### src/rtl/uart_tx_buffered.sv
// 8N1 UART transmitter behind a small byte FIFO. The line idles high, and tx falls two clocks after a byte is accepted into an empty, idle block.
// tx_ready drops while the FIFO is full. A pop does not free a slot for a push in the same cycle.
module uart_tx_buffered #(
  parameter int CLK_FREQ   = 50_000_000,
  parameter int BAUD       = 9600,
  parameter int FIFO_DEPTH = 4
) (
  input  logic                         clk,
  input  logic                         rst_n,
  input  logic [7:0]                   tx_data,
  input  logic                         tx_valid,
  output logic                         tx_ready,
  output logic                         tx,
  output logic                         busy,
  output logic [$clog2(FIFO_DEPTH):0]  fifo_count
);
  localparam int CLKS_PER_BIT = CLK_FREQ / BAUD;
  localparam int PW = $clog2(FIFO_DEPTH);
  localparam int CW = PW + 1;
  localparam int BW = $clog2(CLKS_PER_BIT + 1);

  typedef enum logic [1:0] {IDLE, START, DATA, STOP} state_t;

  state_t        state;
  logic [7:0]    mem [FIFO_DEPTH];
  logic [PW-1:0] rd_ptr;
  logic [PW-1:0] wr_ptr;
  logic [BW-1:0] baud_cnt;
  logic [2:0]    bit_idx;
  logic [7:0]    shift;
  logic          rdy_en;
  logic          push;
  logic          pop;
  logic          bit_end;

  // rdy_en keeps tx_ready low during reset, even though the count is already zero
  assign tx_ready = rdy_en && (fifo_count != CW'(FIFO_DEPTH));
  assign push     = tx_valid && tx_ready;
  assign pop      = (state == IDLE) && (fifo_count != '0);
  assign bit_end  = (baud_cnt == BW'(CLKS_PER_BIT - 1));
  assign busy     = (state != IDLE) || (fifo_count != '0);

  always_ff @(posedge clk) begin
    if (push) mem[wr_ptr] <= tx_data;
  end

  always_ff @(posedge clk) begin
    if (!rst_n) begin
      rd_ptr     <= '0;
      wr_ptr     <= '0;
      fifo_count <= '0;
      rdy_en     <= 1'b0;
    end else begin
      rdy_en <= 1'b1;
      if (push) wr_ptr <= wr_ptr + PW'(1);
      if (pop)  rd_ptr <= rd_ptr + PW'(1);
      fifo_count <= fifo_count + CW'(push) - CW'(pop);
    end
  end

  // tx is registered from the current state, so the line lags the FSM by one clock
  always_ff @(posedge clk) begin
    if (!rst_n) begin
      state    <= IDLE;
      baud_cnt <= '0;
      bit_idx  <= '0;
      shift    <= '0;
      tx       <= 1'b1;
    end else begin
      case (state)
        IDLE: begin
          tx       <= 1'b1;
          baud_cnt <= '0;
          if (pop) begin
            shift <= mem[rd_ptr];
            state <= START;
          end
        end
        START: begin
          tx <= 1'b0;
          if (bit_end) begin
            baud_cnt <= '0;
            bit_idx  <= '0;
            state    <= DATA;
          end else begin
            baud_cnt <= baud_cnt + BW'(1);
          end
        end
        DATA: begin
          tx <= shift[0];
          if (bit_end) begin
            baud_cnt <= '0;
            shift    <= {1'b0, shift[7:1]};
            bit_idx  <= bit_idx + 3'd1;
            if (bit_idx == 3'd7) state <= STOP;
          end else begin
            baud_cnt <= baud_cnt + BW'(1);
          end
        end
        STOP: begin
          tx <= 1'b1;
          if (bit_end) begin
            baud_cnt <= '0;
            state    <= IDLE;
          end else begin
            baud_cnt <= baud_cnt + BW'(1);
          end
        end
        default: state <= IDLE;
      endcase
    end
  end
endmodule
### config.mk
export PLATFORM = sky130hd
export DESIGN_NAME = uart_tx_buffered
export DESIGN_NICKNAME = d
export VERILOG_FILES = /design/src/rtl/uart_tx_buffered.sv
export SDC_FILE = /design/constraint.sdc
export NUM_CORES = 1
export LEC_CHECK = 0
export BUFFER_PORTS_ARGS = -buffer_cell sky130_fd_sc_hd__buf_2
export CAP_MARGIN = 20
export CORE_MARGIN = 5
export CORE_UTILIZATION = 30
export CTS_CLUSTER_SIZE = 10
export DETAILED_ROUTE_END_ITERATION = 10
export SYNTH_ARGS = -nofsm -noshare
export SYNTH_HDL_FRONTEND = slang
export SYNTH_SLANG_ARGS = --single-unit
### constraint.sdc
create_clock -name clk -period 2.44 [get_ports clk]
set_clock_uncertainty 0.05 [all_clocks]
set_input_delay 0.61 -clock clk [delete_from_list [all_inputs] [get_ports clk]]
set_output_delay 0.61 -clock clk [all_outputs]
set_load 0.05 [all_outputs]
After elaboration in Yosys (flattened, before gate mapping)
Memory sizes are Yosys's and may differ from the RTL's. A register that Yosys moved wholly into a read port is not among the register bits. Cells that the tools add are included.

Memory bits (writable): 32. Memories: 1. Register bits: 35. Bits of input ports: 11. Word-level logic and storage cells: 61.

Memories: mem (depth 4, width 8, read ports 1, clocked after memory_dff 1, write ports 1, RTL line 25) `logic [7:0] mem [FIFO_DEPTH];`.

Add/sub/neg operators: 6. Equal/unequal tests: 11. Reductions and logical operators: 14. Multiplexer cells: 20.

Operator list (number): 13-bit case mux with 2 select lines (1); 8-bit 2-to-1 mux (2); 8-bit case mux with 2 select lines (1); 2-bit 2-to-1 mux (7); 13-bit by 1-bit adder with 13-bit output (second input constant) (1); 13-bit == test (second input constant) (1); 13-bit 2-to-1 mux (1); 2-bit != test (second input constant) (5); 2-bit case mux with 4 select lines (1); 3-bit 2-to-1 mux (2); 3-bit case mux with 2 select lines (1); 3-bit AND reduction (2); 2-bit nonzero test (3); 5-bit AND reduction (1); 2-bit by 1-bit adder with 2-bit output (second input constant) (2); 2-bit == test (second input constant) (2); 3-bit by 1-bit adder with 3-bit output (1); 3-bit by 1-bit adder with 3-bit output (second input constant) (1); 3-bit == test (second input constant) (1); 1-bit logical AND (3); 1-bit 2-to-1 mux (3); 3-bit != test (second input constant) (1); 1-bit case mux with 3 select lines (1); 3-bit nonzero test (1); 6 further kinds (6).

Longest topological paths before layout
Depth in word-level cells: 5. Depth in mapped cells: 10.

Worst setup path before layout
Ideal clock, no wire load.

Kind: reg2reg. Start point: register fifo_count[1]. End point: memory mem[0][0] (enable). Buffers on the path: 0. Slack: -0.556 ns. Period minus slack after synthesis: 2.996 ns. Arrival time: 2.613 ns. Cell stages (with the launch flop): 4. Library setup time: 0.333 ns. Data required time: 2.057 ns. Cell sequence: dfxtp_1 -> nor2_1 -> a21boi_0 -> and3_1.

Cells in the longest elaborated chain, start to end: 5.

RTL lines: from (decl) (RTL line 15) `output logic [$clog2(FIFO_DEPTH):0] fifo_count`; from (signal assigned) (RTL line 57) `fifo_count <= fifo_count + CW'(push) - CW'(pop);`; 3-bit != test (RTL line 37) `assign tx_ready = rdy_en && (fifo_count != CW'(FIFO_DEPTH));`; 1-bit logical AND (RTL line 37); named net tx_ready (RTL line 12) `output logic tx_ready,`; 1-bit logical AND (RTL line 38) `assign push = tx_valid && tx_ready;`; 1-bit 2-to-1 mux (RTL line 44) `if (push) mem[wr_ptr] <= tx_data;`; 1-bit 2-to-1 mux (implied by the code) (RTL line 44); to (decl) (RTL line 25).

The timed path passes the listed nets, and every way through them passes these cells.

Worst setup path after layout
Start point: register state[1]. End point: register fifo_count[2].

Cells in the longest elaborated chain, start to end: 3.

RTL lines: from (decl) (RTL line 24) `state_t state;`; from (signal assigned) (RTL line 64) `state <= IDLE;`; from (signal assigned) (RTL line 76) `state <= START;`; from (signal assigned) (RTL line 84) `state <= DATA;`; 2-bit zero test (RTL line 39) `assign pop = (state == IDLE) && (fifo_count != '0);`; 1-bit logical AND (RTL line 39); named net pop (RTL line 33) `logic pop;`; 3-bit by 1-bit subtractor with 3-bit output (RTL line 57).

The timed path passes the listed nets, and every way through them passes these cells. A chain may end at the register's enable or synchronous reset.

==> flow_metrics.tcl <==
set metrics [dict create \
    nNetsFinal 287 \
    final_cells 399 \
    chipWidth_um 109 \
    die-height_um 109 \
    footprint_of_the_multi_input_gates_um2 1150 \
    critical_path_class "reg2reg" \
    critical_path_required_ps 2620 \
    cts_root_buffer "clkbuf_8" \
    power.ir.vdd_worst_mv 0.462 \
    worstRegToRegCells 10 \
    max-cap-violations 0 \
    dominant_cells_by_area_after_synthesis "edfxtp_1 32%, dfxtp_1 25%, mux4_2 6.1%, ha_1 5.9%, xnor2_1 3.6%" \
    cp.arrival_ps 2470 \
    detailroute.via_count 1792 \
    clkSinkCount 69 \
    clkTransAtPathRegs_ps 70 \
    mapped_area_um2 2960 \
    area_growth_syn_to_layout_pct 13.7 \
    initial_utilization 0.305 \
    detail_route.vias_per_cell 4.49 \
    floorplan.rows 36 \
    relative_slew_slack 0.634 \
    fin_crit_ps 2290 \
    final_cell_mix "35 x dfxtp_1, 32 x edfxtp_1, 22 x nor2_1, 22 x nand2_1, 16 x buf_2" \
    critical_path.startpoint_type "flip-flop" \
    status "finished clean" \
    finalSetupTns_ps 0 \
    grt_antenna_before_repair 0 \
    final_antenna_net_count 0 \
    setup.worst_path.end_class "flip-flop" \
    core_area_um2 9680 \
    whs_ps 410 \
    grt_setup_unrepaired "false" \
    wirelength_mm 5.09 \
    numPortBuffers 16 \
    layout-drive-gt1-share 0.211 \
    first_global_vias 1842 \
    detailedPlacementHpwl_mm 3.61 \
    finalSetupViolations 0 \
    synth_flop_cell "dfxtp_1" \
    antenna_cells_inserted 0 \
    clkLatencyLatePin_ps 350 \
    drt-wirelength-per-cell_um 12.8 \
    grt_remaining_overflow 0 \
    mostFrequentLayoutCell "dfxtp_1" \
    synthArstFlopShare 0 \
    syn_area_per_cell_um2 12.4 \
    drt_drc_violations_left 0 \
    crit_path_max_fanout 4 \
    synth_area_leader_cell "edfxtp_1" \
    postSynthRegisterBits 69 \
    synthesis.instances 239 \
    globalplace.congestion 0.694 \
    report.final.hold_viol_count 0 \
    buffer_depth_of_the_longest_clock_path 2 \
    fmax_mhz 437 \
    static-leakage-power_uw 0.00120 \
    total_nets_after_synthesis 265 \
    dpl.cell_count 383 \
    fin_crit_sh 0.939 \
    synth_enable_flop_cells 32 \
    layout.area.seq_um2 1700 \
    yosys_warnings 0 \
    tightest_slew_ps 550 \
    synth_seq_area_share 0.575 \
    cts-htree-levels 3 \
    tritoncts_clock_tree "yes" \
    drtPass1Iterations 4 \
    cts_buffers 9 \
    synthDistinctLibCells 41 \
    power.density_nw_per_um2 998 \
    gr-usage-all-layers 0.0969 \
    yosys.area.top_type_share 0.325 \
    drt-initial-drc-count 81 \
    min_path_type "reg2reg" \
    slew_viol_final 0 \
    wire_length_of_the_first_global_routing_pass_mm 8.85 \
    grt_start_max_net_pins 18 \
    boundaryPins 17 \
    total_die_area_um2 11900 \
    n_fill_cell 959 \
    min_path_cells 2 \
]
==> sequential cells by signal, summed over array words and instances (netlist names), named ones only <==
register	count
fifo_count	3
rd_ptr	2
rdy_en	1
wr_ptr	2
state	2
tx	1
bit_idx	3
mem	32
shift	8
baud_cnt	13
==> final timing paths <==
| kind | startpoint | slack, ps | endpoint |
|---|---|---|---|
| min reg2reg | bit_idx[2] | 410 | bit_idx[2] |
| max | state[1] | 150 | fifo_count[2] |
| max reg2reg | state[1] | 150 | fifo_count[2] |
| min | bit_idx[2] | 410 | bit_idx[2] |
==> what timing repair did <==
item / 4_1_cts / 5_1_grt
endpoints found under the setup margin: 0 / 1
setup buffers: 0 / 0
hold buffers: 0 / 0
gates resized for setup: 0 / 1
==> synth_stat cells, drive strengths merged, types with 2 or more instances <==
master	number
xnor2	12
ha	14
a21oi	11
a21boi	2
nand2	22
mux4	8
clkbuf	4
edfxtp	32
clkinv	2
and3	7
dfxtp	37
a311oi	7
nor2	23
xor2	4
nor3	4
nand3	8
mux2i	2
inv	11
nor4	2
and2	3
nand4	4
buf	5
==> power by group <==
part           internal (uW)  total (uW)  leakage [uW]  switching, uW
Combinational            427        1000      0.000513            577
Clock                    389         869     0.0000927            479
Sequential              1360        1480      0.000594            128
==> cell families (layout without fill, tap and decap cells) <==
kind of cell    after synthesis  in the layout  synth area share
flops                        69             69             0.575
xor+xnor                     16             16            0.0474
mux                          10             10            0.0677
buf+inv                      22             49            0.0385
compound gates               28             28            0.0711
simple gates                 79             79             0.134
fa+ha+maj                    15             15            0.0660
==> critical path, stage by stage, from the launching register on <==
cell and delay [ps]:
dfxtp_1 380, inv_1 100, ha_1 220, o31a_1 150, ha_1 290, inv_1 40, ha_1 180, fa_1 400
xnor2_1 190, xnor2_1 130, nor2_1 50
==> layout make-up <==
cell class,instances,share of cell area
Clock inverter,7,0.0186
Tap cell,133,0.0495
Inverter,13,0.0145
Timing Repair Buffer,20,0.0328
Sequential cell,69,0.507
Clock buffer,9,0.0368
Multi-Input combinational cell,148,0.341
==> metal layers <==
layer	routed length, um	up-vias	global-route usage
met5	0	-	0
met4	118	0	0.0481
met3	207	11	0.0323
met2	2490	29	0.156
met1	2280	848	0.117
li1	-	904	-
==> stage by stage <==
step	util	total power, uW	cell area, um^2	setup slack (ps)
finish	0.347	3360	3360	150
global route	0.347	3590	3360	2.33
CTS	0.347	3410	3360	87.7
detailed placement	0.328	2530	3170	95.9
global placement	0.328	2510	3170	145
floorplan	-	2340	2960	28.7
Note: power is estimated with default switching activity, not from simulation.
